===== config.mk =====
export PLATFORM = sky130hd
export DESIGN_NAME = pipeline_hazard_ctrl_flat
export DESIGN_NICKNAME = d
export VERILOG_FILES = /design/src/rtl/hazard_pkg.sv /design/src/rtl/pipeline_hazard_ctrl_if.sv /design/src/rtl/hazard_stat_counters.sv /design/src/rtl/pipeline_hazard_ctrl.sv /design/src/flat_wrapper.sv
export SDC_FILE = /design/constraint.sdc
export NUM_CORES = 1
export LEC_CHECK = 0
export BUFFER_PORTS_ARGS = -buffer_cell sky130_fd_sc_hd__clkbuf_2
export CAP_MARGIN = 20
export CORE_MARGIN = 5
export CORE_UTILIZATION = 30
export CTS_CLUSTER_SIZE = 10
export DETAILED_ROUTE_END_ITERATION = 8
export GPL_ROUTABILITY_DRIVEN = 1
export PLACE_DENSITY = 0.62
export SETUP_SLACK_MARGIN = 0.15
export SYNTH_ARGS = -nofsm -noshare
export SYNTH_HDL_FRONTEND = slang
export SYNTH_SLANG_ARGS = --single-unit

===== constraint.sdc =====
create_clock -name clk -period 2.3 [get_ports clk]
set_input_delay 0.46 -clock clk [delete_from_list [all_inputs] [get_ports clk]]
set_output_delay 0.46 -clock clk [all_outputs]
set_load 0.02 [all_outputs]

===== src/rtl/hazard_pkg.sv =====
// Shared types and constants for the pipeline hazard controller.
package hazard_pkg;

    typedef enum logic [0:0] {
        RUN,
        MDU_WAIT
    } state_t;

    localparam logic [4:0] REG_ZERO = 5'd0;

    // Control-field widths of the pipeline registers that a bubble zeroes.
    localparam int unsigned WB_W     = 2;
    localparam int unsigned M_W      = 3;
    localparam int unsigned EX_W     = 4;
    localparam int unsigned BUBBLE_W = WB_W + M_W + EX_W;

    // A load in ID/EX whose destination feeds the instruction in IF/ID.
    function automatic logic load_use_hit(input logic       memread,
                                          input logic [4:0] ex_rt,
                                          input logic [4:0] id_rs,
                                          input logic [4:0] id_rt,
                                          input logic       uses_rt);
        return memread && (ex_rt != REG_ZERO) &&
               ((ex_rt == id_rs) || (uses_rt && (ex_rt == id_rt)));
    endfunction

endpackage


===== src/rtl/pipeline_hazard_ctrl_if.sv =====
// Pipeline <-> hazard controller signal bundle.
// master: pipeline side (drives stage fields, receives controls).
// slave:  hazard controller.
interface pipeline_hazard_ctrl_if;
    logic [4:0] id_rs;
    logic [4:0] id_rt;
    logic       id_uses_rt;
    logic [4:0] ex_rt;
    logic       ex_memread;
    logic       ex_mdu_op;
    logic       branch_taken;
    logic       mdu_done;

    logic       mdu_start;
    logic       pc_write;
    logic       ifid_write;
    logic       idex_write;
    logic       ifid_flush;
    logic       idex_flush;
    logic       exmem_flush;
    logic       mdu_error;

    modport master (
        output id_rs, id_rt, id_uses_rt, ex_rt, ex_memread, ex_mdu_op, branch_taken, mdu_done,
        input  mdu_start, pc_write, ifid_write, idex_write, ifid_flush, idex_flush,
               exmem_flush, mdu_error
    );

    modport slave (
        input  id_rs, id_rt, id_uses_rt, ex_rt, ex_memread, ex_mdu_op, branch_taken, mdu_done,
        output mdu_start, pc_write, ifid_write, idex_write, ifid_flush, idex_flush,
               exmem_flush, mdu_error
    );
endinterface


===== src/rtl/hazard_stat_counters.sv =====
// Saturating stall / flush event counters.
// Only built when HAZARD_STATS_EN is defined.
`ifdef HAZARD_STATS_EN
module hazard_stat_counters #(
    parameter int unsigned CNT_W = 32
) (
    input  logic             clk,
    input  logic             rst,
    input  logic             stall_inc,
    input  logic             flush_inc,
    output logic [CNT_W-1:0] stall_cycles,
    output logic [CNT_W-1:0] flush_events
);

    // Count events, holding at all-ones instead of wrapping.
    always_ff @(posedge clk) begin
        if (rst) begin
            stall_cycles <= '0;
            flush_events <= '0;
        end else begin
            if (stall_inc && (stall_cycles != '1)) stall_cycles <= stall_cycles + 1'b1;
            if (flush_inc && (flush_events != '1)) flush_events <= flush_events + 1'b1;
        end
    end

endmodule
`endif


===== src/rtl/pipeline_hazard_ctrl.sv =====
// Pipeline hazard controller: load-use bubbles, multi-cycle MDU stalls with
// done handshake and timeout, and wrong-path flush on taken branches.
// Optional statistics counters enabled by HAZARD_STATS_EN.
module pipeline_hazard_ctrl
    import hazard_pkg::*;
#(
    parameter int unsigned MDU_TIMEOUT = 64,
    parameter int unsigned CNT_W       = 32
) (
    input logic                  clk,
    input logic                  rst,
    pipeline_hazard_ctrl_if.slave ctrl
`ifdef HAZARD_STATS_EN
    ,
    output logic [CNT_W-1:0]     stall_cycles,
    output logic [CNT_W-1:0]     flush_events
`endif
);

    localparam int unsigned       WAIT_W    = $clog2(MDU_TIMEOUT + 1);
    localparam logic [WAIT_W-1:0] LAST_WAIT = WAIT_W'(MDU_TIMEOUT - 1);

    state_t            state_q, state_d;
    logic [WAIT_W-1:0] wait_cnt_q, wait_cnt_d;

    logic mdu_start, pc_write, ifid_write, idex_write;
    logic ifid_flush, idex_flush, exmem_flush, mdu_error;
    logic load_use;

    assign load_use = load_use_hit(ctrl.ex_memread, ctrl.ex_rt, ctrl.id_rs, ctrl.id_rt,
                                   ctrl.id_uses_rt);

    // Next state and all pipeline controls; outputs act at the very next edge.
    always_comb begin
        state_d     = state_q;
        wait_cnt_d  = wait_cnt_q;
        mdu_start   = 1'b0;
        pc_write    = 1'b1;
        ifid_write  = 1'b1;
        idex_write  = 1'b1;
        ifid_flush  = 1'b0;
        idex_flush  = 1'b0;
        exmem_flush = 1'b0;
        mdu_error   = 1'b0;

        if (rst) begin
            pc_write    = 1'b0;
            ifid_write  = 1'b0;
            idex_write  = 1'b0;
            ifid_flush  = 1'b1;
            idex_flush  = 1'b1;
            exmem_flush = 1'b1;
        end else begin
            unique case (state_q)
                RUN: begin
                    if (ctrl.branch_taken) begin
                        ifid_flush = 1'b1;
                        idex_flush = 1'b1;
                    end else if (ctrl.ex_mdu_op) begin
                        mdu_start = 1'b1;
                        // A same-cycle done needs no stall at all.
                        if (!ctrl.mdu_done) begin
                            pc_write    = 1'b0;
                            ifid_write  = 1'b0;
                            idex_write  = 1'b0;
                            exmem_flush = 1'b1;
                            state_d     = MDU_WAIT;
                            wait_cnt_d  = '0;
                        end
                    end else if (load_use) begin
                        pc_write   = 1'b0;
                        ifid_write = 1'b0;
                        idex_flush = 1'b1;
                    end
                end
                MDU_WAIT: begin
                    if (ctrl.mdu_done) begin
                        state_d = RUN;
                    end else if (wait_cnt_q == LAST_WAIT) begin
                        mdu_error = 1'b1;
                        state_d   = RUN;
                    end else begin
                        pc_write    = 1'b0;
                        ifid_write  = 1'b0;
                        idex_write  = 1'b0;
                        exmem_flush = 1'b1;
                        wait_cnt_d  = wait_cnt_q + 1'b1;
                    end
                end
                default: state_d = RUN;
            endcase
        end
    end

    // FSM state and MDU wait counter.
    always_ff @(posedge clk) begin
        if (rst) begin
            state_q    <= RUN;
            wait_cnt_q <= '0;
        end else begin
            state_q    <= state_d;
            wait_cnt_q <= wait_cnt_d;
        end
    end

    assign ctrl.mdu_start   = mdu_start;
    assign ctrl.pc_write    = pc_write;
    assign ctrl.ifid_write  = ifid_write;
    assign ctrl.idex_write  = idex_write;
    assign ctrl.ifid_flush  = ifid_flush;
    assign ctrl.idex_flush  = idex_flush;
    assign ctrl.exmem_flush = exmem_flush;
    assign ctrl.mdu_error   = mdu_error;

`ifdef HAZARD_STATS_EN
    logic stall_inc, flush_inc;

    assign stall_inc = !rst && !pc_write;
    assign flush_inc = !rst && (state_q == RUN) && ctrl.branch_taken;

    hazard_stat_counters #(
        .CNT_W (CNT_W)
    ) u_stats (
        .clk          (clk),
        .rst          (rst),
        .stall_inc    (stall_inc),
        .flush_inc    (flush_inc),
        .stall_cycles (stall_cycles),
        .flush_events (flush_events)
    );
`endif

endmodule


===== src/flat_wrapper.sv =====
// flat-port wrapper written by rule: the top's interface ports become plain ports
module pipeline_hazard_ctrl_flat import hazard_pkg::*;
#(
    parameter int unsigned MDU_TIMEOUT = 64,
    parameter int unsigned CNT_W       = 32
)
  (clk, rst, ctrl_id_rs, ctrl_id_rt, ctrl_id_uses_rt, ctrl_ex_rt, ctrl_ex_memread, ctrl_ex_mdu_op, ctrl_branch_taken, ctrl_mdu_done, ctrl_mdu_start, ctrl_pc_write, ctrl_ifid_write, ctrl_idex_write, ctrl_ifid_flush, ctrl_idex_flush, ctrl_exmem_flush, ctrl_mdu_error);
  pipeline_hazard_ctrl_if ctrl_i ();
  input logic clk;
  input logic rst;
  input wire logic [$bits(ctrl_i.id_rs)-1:0] ctrl_id_rs;
  input wire logic [$bits(ctrl_i.id_rt)-1:0] ctrl_id_rt;
  input wire logic [$bits(ctrl_i.id_uses_rt)-1:0] ctrl_id_uses_rt;
  input wire logic [$bits(ctrl_i.ex_rt)-1:0] ctrl_ex_rt;
  input wire logic [$bits(ctrl_i.ex_memread)-1:0] ctrl_ex_memread;
  input wire logic [$bits(ctrl_i.ex_mdu_op)-1:0] ctrl_ex_mdu_op;
  input wire logic [$bits(ctrl_i.branch_taken)-1:0] ctrl_branch_taken;
  input wire logic [$bits(ctrl_i.mdu_done)-1:0] ctrl_mdu_done;
  output wire logic [$bits(ctrl_i.mdu_start)-1:0] ctrl_mdu_start;
  output wire logic [$bits(ctrl_i.pc_write)-1:0] ctrl_pc_write;
  output wire logic [$bits(ctrl_i.ifid_write)-1:0] ctrl_ifid_write;
  output wire logic [$bits(ctrl_i.idex_write)-1:0] ctrl_idex_write;
  output wire logic [$bits(ctrl_i.ifid_flush)-1:0] ctrl_ifid_flush;
  output wire logic [$bits(ctrl_i.idex_flush)-1:0] ctrl_idex_flush;
  output wire logic [$bits(ctrl_i.exmem_flush)-1:0] ctrl_exmem_flush;
  output wire logic [$bits(ctrl_i.mdu_error)-1:0] ctrl_mdu_error;
  assign ctrl_i.id_rs = ctrl_id_rs;
  assign ctrl_i.id_rt = ctrl_id_rt;
  assign ctrl_i.id_uses_rt = ctrl_id_uses_rt;
  assign ctrl_i.ex_rt = ctrl_ex_rt;
  assign ctrl_i.ex_memread = ctrl_ex_memread;
  assign ctrl_i.ex_mdu_op = ctrl_ex_mdu_op;
  assign ctrl_i.branch_taken = ctrl_branch_taken;
  assign ctrl_i.mdu_done = ctrl_mdu_done;
  assign ctrl_mdu_start = ctrl_i.mdu_start;
  assign ctrl_pc_write = ctrl_i.pc_write;
  assign ctrl_ifid_write = ctrl_i.ifid_write;
  assign ctrl_idex_write = ctrl_i.idex_write;
  assign ctrl_ifid_flush = ctrl_i.ifid_flush;
  assign ctrl_idex_flush = ctrl_i.idex_flush;
  assign ctrl_exmem_flush = ctrl_i.exmem_flush;
  assign ctrl_mdu_error = ctrl_i.mdu_error;
  pipeline_hazard_ctrl #(.MDU_TIMEOUT(MDU_TIMEOUT), .CNT_W(CNT_W)) u_core (.clk(clk), .rst(rst), .ctrl(ctrl_i));
endmodule

==> flow_metrics.py, run 1 <==
metrics = {
    "detailed_routing": {
        "drcViolationCount": 0,
        "wl_per_cell_microns": 13.1,
        "drtAntennaViolNets": 0,
        "first_pass_iters": 4,
        "drt-initial-drc-count": 6,
        "num_vias": 646,
        "totalWireLength_microns": 1680,
        "viasPerCell": 5.01,
    },
    "synth": {
        "synth-seq-cells": 8,
        "avgSynthCellArea_sq_um": 7.90,
        "synthArstFlopShare_pct": 0,
        "synth.distinct_cells": 29,
        "synth_top_area_share_pct": 27.8,
        "ys.flop_type": "dfxtp_1",
        "synth_fp_nets": 96,
        "yosysTopAreaCell": "dfxtp_1",
        "synth_edf_count": 0,
        "syn_inst": 73,
        "synthTopCellsByArea": "dfxtp_1 (28%), xor2_1 (14%), a21oi_1 (5.2%)",
        "synth_common_cells": "xor2_1 (9), dfxtp_1 (8), a21oi_1 (6), nand2_1 (5), nor2_1 (5)",
        "ys_seq_area_share_pct": 27.8,
        "synth.most_common_cell": "xor2_1",
        "yosys_warnings": 0,
        "syn-cell-area_sq_um": 577,
    },
    "global_route": {
        "grt_max_degree": 13,
        "grt_overflow_total": 0,
        "grt_pass1_wl_microns": 2750,
        "antenna_found_initial": 0,
        "track_usage_pct": 13.3,
        "grt_pass1_vias": 660,
    },
    "layout": {
        "fillers": 183,
        "seq_area_sq_um": 164,
        "multi_input_area_sq_um": 445,
        "fin_nets": 129,
        "drive_gt1_share_pct": 45.2,
        "fin_area_sq_um": 841,
        "syn_to_final_growth_pct": 45.8,
        "diodes": 0,
    },
    "pwr": {
        "power_density_nw_per_um2": 411,
        "vdd_drop_max_uv": 276,
        "p_leak_nw": 0.333,
        "power_uw": 345,
    },
    "setup_path": {
        "crit_path_max_incr_delay_ns": 0.38,
        "crit_start": "u_core.wait_cnt_q[0]$_SDFFE_PP0P_",
        "worstSetupStartpointType": "register",
        "cpMaxStageDelayCell": "dfxtp_2",
        "endpoint_kind": "output pin",
        "path_cells": "ha_4 > nand3_4 > or3_4 > nor4_4 > buf_4",
        "reg2reg_from": "u_core.wait_cnt_q[0]$_SDFFE_PP0P_",
        "crit_required_ns": 1.84,
        "critPathKind": "register to output pin",
        "critPathMaxFanout": 5,
        "worstPathArrival_ns": 1.63,
    },
    "clock_tree": {
        "cts_made_buffers": 3,
        "h-tree-depth": 1,
        "cts_num_sinks": 8,
        "clk_latency_ns": 0.27,
        "tritoncts": "built",
        "cts_buffer_depth": 2,
        "ctsHoldBuffers": 0,
        "cts_root_buf": "clkbuf_4",
        "clk_pin_slew_worst_paths_ns": 0.06,
    },
    "placed_design": {
        "routabilityCongestion": 0.742,
        "hpwlAfterDp_microns": 1160,
        "port_buffers": 29,
        "dp_slack_ns": 0.229,
        "placed_cell_area_sq_um": 742,
    },
    "floorplanning": {
        "start_util_pct": 32.4,
        "rows": 15,
        "dieArea_sq_um": 2900,
        "coreArea_sq_um": 1780,
        "die_h_microns": 53.9,
        "ios": 30,
        "die-width_microns": 53.9,
    },
    "run": {
        "maxCapViolations": 0,
    },
    "timing": {
        "rsz0062_at_grt": "no",
        "clock_skew_ns": 0.00744,
        "setup_tns_ns": 0,
        "slew_headroom_pct": 85.3,
        "fin_crit_ns": 2.09,
        "tightest_slew_ns": 0.218,
        "drv_slew": 0,
        "hold_violations": 0,
        "setup_viol": 0,
        "period_share_pct": 90.9,
        "fin_ws_ns": 0.210,
        "max_freq_mhz": 479,
    },
    "hold_path": {
        "hp-class": "register to register",
        "worstHoldStart": "u_core.wait_cnt_q[6]$_SDFFE_PP0P_",
    },
    "status": {
        "status": "completed",
    },
}
-- what timing repair did --
item                                    4_1_cts  5_1_grt
endpoints found under the setup margin        3        3
hold endpoints to repair                      0        0
pin swaps                                     0        1
gates cloned                                  0        0
setup buffers                                 0        1
resized for setup                             7        8
-- layout make-up --
type	instances	area share, %
sequential	8	19.5
multi-input combinational	58	53.0
tap	25	3.72
timing repair buffer	31	19.3
inverter	4	1.79
clock buffer	3	2.68
-- per-stage QoR --
step                util, %  cells  hold slack (ns)
floorplan                 -     73            0.454
global route           47.2    129            0.505
CTS                    44.2    128            0.465
global placement       41.6    125            0.474
finish                 47.2    129            0.490
detailed placement     41.6    125            0.477
-- layer usage --
layer / up-vias / GRT usage, % / share of wire [%]
met3: 4 / 4.99 / 8.6
met1: 289 / 13.2 / 40
met4: 0 / 5.11 / 1.3
met2: 23 / 24.8 / 50
li1: 330 / - / -
met5: - / 0 / 0
-- state kept, by name, summed over array words and instances, names as in the netlist --
name and cells:
u_core.state_q 1, u_core.wait_cnt_q 7
-- worst max-delay path: cells and delay by family, from the launching register on --
family / cells / cell delay (ns)
and+or+nand+nor: 3 / 0.64
DFF: 1 / 0.38
buffers and inverters: 1 / 0.18
adders and majority gates: 1 / 0.17
-- final timing paths --
path | to | slack (ns) | cells after the start
hold / removal | u_core.wait_cnt_q[6]$_SDFFE_PP0P_ | 0.49 | 1
hold reg to reg | u_core.wait_cnt_q[6]$_SDFFE_PP0P_ | 0.49 | 1
setup / recovery | ctrl_mdu_error | 0.21 | 5
setup reg to reg | u_core.wait_cnt_q[5]$_SDFFE_PP0P_ | 0.63 | 6
-- cell usage in the layout (no fill, tap or decap), types with 2 or more instances in the layout --
master    netlist  final
clkbuf_2        0     27
or3_1           3      2
nor3_1          3      3
nand4b_1        2      2
nor3b_1         2      2
dfxtp_1         8      5
o21ai_0         3      3
dfxtp_2         0      3
nand3_1         4      3
nor2_1          5      5
xor2_1          9      9
clkbuf_4        0      3
a21oi_1         6      6
nand2_1         5      5
buf_4           2      3
inv_1           4      4
-- cell families (layout without fill, tap and decap cells) --
group                    Yosys count  count (layout)  synth area share (%)
AO/OA/AOI/OAI                     16              16                  19.1
XOR/XNOR                          10              10                  15.2
adder cells (fa/ha/maj)            1               1                  2.17
buffers and inverters              7              38                  5.85
flip-flops                         8               8                  27.8
AND/OR/NAND/NOR                   31              31                  29.9
-- power by group --
part	switching, mW	internal (mW)
clock	0.0544	0.0602
combinational	0.0486	0.0401
sequential	0.00233	0.140
total	0.105	0.240
Power figures use the tool's default switching activity.
==> run 2, diff against run 1 <==
- CTS_CLUSTER_SIZE: 10 -> default
- PLACE_DENSITY: 0.62 -> 0.6
- SYNTH_HIERARCHICAL: default -> 1
==> flow_metrics.py, run 2 <==
metrics = {
    "global_route": {
        "grt_max_degree": 12,
        "grt_pass1_vias": 653,
        "grt_pass1_wl_microns": 3010,
        "grt_overflow_total": 0,
        "antenna_found_initial": 0,
        "track_usage_pct": 11.3,
    },
    "synth": {
        "synth_top_area_share_pct": 23.4,
        "synthArstFlopShare_pct": 0,
        "synth_compound_area_share_pct": 18.1,
        "synth.distinct_cells": 38,
        "syn-cell-area_sq_um": 683,
        "ys.flop_type": "dfxtp_1",
        "synth_edf_count": 0,
        "yosys.area_share.adder_pct": 1.83,
        "synth_top_family_by_area": "simple AND/OR/NAND/NOR gates",
        "synth.most_common_cell": "xor2_1",
        "synth-xor-area-share_pct": 14.1,
        "yosys_warnings": 6,
        "muxShareOfSynthArea_pct": 1.47,
        "synth_fp_nets": 100,
        "avgSynthCellArea_sq_um": 8.87,
        "synth_common_cells": "xor2_1 (9), dfxtp_1 (8), inv_1 (5), nand2_1 (5), nor2_1 (5)",
        "synth-seq-cells": 8,
        "synthSimpleGateAreaFrac_pct": 34.4,
        "synthTopCellsByArea": "dfxtp_1 (23%), xor2_1 (12%), o221ai_4 (3.8%)",
        "yosysTopAreaCell": "dfxtp_1",
        "ys_seq_area_share_pct": 23.4,
        "syn_inst": 77,
    },
    "setup_path": {
        "worstPathArrival_ns": 1.65,
        "critPathMaxFanout": 3,
        "cpMaxStageDelayCell": "or4_1",
        "worstSetupStartpointType": "input pin",
        "critPathKind": "input pin to output pin",
        "path_common_cell": "or4_1",
        "crit_family": "simple AND/OR/NAND/NOR gates",
        "endpoint_kind": "output pin",
        "crit_buf_inv": 2,
        "path_cells": "clkbuf_2 > or4_1 > nor2_2 > or4_1 > o21ba_2 > buf_2",
        "crit_path_max_incr_delay_ns": 0.54,
        "crit_required_ns": 1.84,
    },
    "layout": {
        "drive_gt1_share_pct": 44.5,
        "fin_nets": 135,
        "utilization_pct": 41.6,
        "layout_commonest_cell": "clkbuf_2",
        "fin_area_sq_um": 911,
        "largest-register": "u_core/wait_cnt_q",
        "largest_reg_flops": 7,
        "reg_top3": "u_core/wait_cnt_q x7, u_core/state_q x1",
        "final_cell_mix": "clkbuf_2 (26), xor2_1 (9), dfxtp_1 (6)",
        "diodes": 0,
        "syn_to_final_growth_pct": 33.3,
    },
    "timing": {
        "timing.hold.ws_ns": 0.479,
        "rsz0062_at_grt": "yes",
        "setup_tns_ns": 0,
        "fin_ws_ns": 0.189,
        "hold_violations": 0,
        "period_share_pct": 91.8,
        "max_freq_mhz": 474,
        "setup_viol": 0,
        "slew_headroom_pct": 73.1,
        "drv_slew": 0,
        "tightest_slew_ns": 0.402,
        "clock_skew_ns": 0.00931,
        "fin_crit_ns": 2.11,
    },
    "placed_design": {
        "hpwlAfterDp_microns": 1400,
        "dp_slack_ns": 0.0932,
        "port_buffers": 29,
        "placed_cell_area_sq_um": 863,
        "routabilityCongestion": 0.837,
    },
    "hold_path": {
        "hp-class": "register to register",
    },
    "detailed_routing": {
        "wl_per_cell_microns": 12.7,
        "viasPerCell": 4.90,
        "drt-initial-drc-count": 14,
        "totalWireLength_microns": 1750,
        "drtAntennaViolNets": 0,
        "drcViolationCount": 0,
        "first_pass_iters": 4,
        "num_vias": 676,
    },
    "floorplanning": {
        "rows": 17,
        "coreArea_sq_um": 2190,
        "die_h_microns": 57.7,
        "dieArea_sq_um": 3330,
        "start_util_pct": 31.2,
        "ios": 30,
        "die-width_microns": 57.7,
    },
    "clock_tree": {
        "cts_num_sinks": 8,
        "ctsHoldBuffers": 0,
        "cts_root_buf": "clkbuf_4",
        "tritoncts": "built",
        "cts_made_buffers": 3,
        "cts_buffer_depth": 2,
        "clk_pin_slew_worst_paths_ns": 0.06,
        "h-tree-depth": 1,
        "clk_latency_ns": 0.26,
    },
    "pwr": {
        "vdd_drop_max_uv": 329,
        "p_leak_nw": 0.415,
        "power_density_nw_per_um2": 390,
    },
    "run": {
        "maxCapViolations": 0,
    },
    "status": {
        "status": "completed",
    },
}
[run 2: cell count changes in the layout (fill, tap and decap cells not counted), sizes merged, moves of 2 or more]
cell    before  now
a21oi        6    3
nand4        1    4
or3          4    1
a21boi       0    2
buf          4    6
nand3        4    2
o21ai        3    1
or4          1    3
[run 2: area by class of cell]
class / instances / area, sq um
clock buffers: 3 / 22.5
fillers: 205 / 1280
inverters: 6 / 22.5
multi-input cells: 60 / 490
flip-flops and latches: 8 / 163
well taps: 28 / 35.0
repair buffers: 33 / 178
[run 2: path summary, 6_finish.rpt]
check | start | to | slack, ns | cells after the start
worst max register to register | u_core/state_q$_SDFF_PP0_ | u_core/wait_cnt_q[5]$_SDFFE_PP0P_ | 0.57 | 6
worst min-delay path | u_core/wait_cnt_q[1]$_SDFFE_PP0P_ | u_core/wait_cnt_q[1]$_SDFFE_PP0P_ | 0.48 | 2
worst max-delay path | ctrl_ex_rt[1] | ctrl_pc_write | 0.19 | 6
worst min register to register | u_core/wait_cnt_q[1]$_SDFFE_PP0P_ | u_core/wait_cnt_q[1]$_SDFFE_PP0P_ | 0.48 | 2
[run 2: worst reg2reg max path: stages (launching register included)]
cell	delay [ns]
dfxtp_1	0.43
buf_4	0.20
o221ai_4	0.14
buf_4	0.15
buf_4	0.15
or4_1	0.46
a21boi_1	0.14
[run 2: logic make-up (layout without fill, tap and decap cells)]
kind of cell	after synthesis	in the layout
and+or+nand+nor	34	34
AOI/OAI and AO/OA	13	13
xor gates and xnor gates	11	11
buffers and inverters	9	42
DFF	8	8
adders and majority gates	1	1
muxes	1	1
[run 2: per-stage QoR]
| stage | instances | power (mW) |
|---|---|---|
| 2_1_floorplan | 77 | 0.203 |
| 3_3_place_gp | 133 | 0.239 |
| 3_5_place_dp | 133 | 0.241 |
| 4_1_cts | 137 | 0.363 |
| 5_1_grt | 138 | 0.379 |
| 6_report | 138 | 0.355 |
[run 2: what timing repair did]
item	in CTS	in global routing
gates resized for setup	4	3
buffers inserted	1	1
pin swaps	5	1
setup endpoints to repair	3	2
endpoints found under the hold margin	0	0
[run 2: where the power goes]
group	leakage, nW	switching [mW]	internal (mW)
sequential	0.0656	0.00250	0.141
clock	0.0138	0.0534	0.0601
combinational	0.335	0.0523	0.0457
[run 2: routing by layer]
metal / track usage, % / share of wire, % / up-vias
met2: 17.6 / 46 / 25
met4: 3.97 / 0 / 0
met1: 14.9 / 45 / 294
met3: 2.90 / 9.2 / 0
li1: - / - / 357
met5: 0 / 0 / -
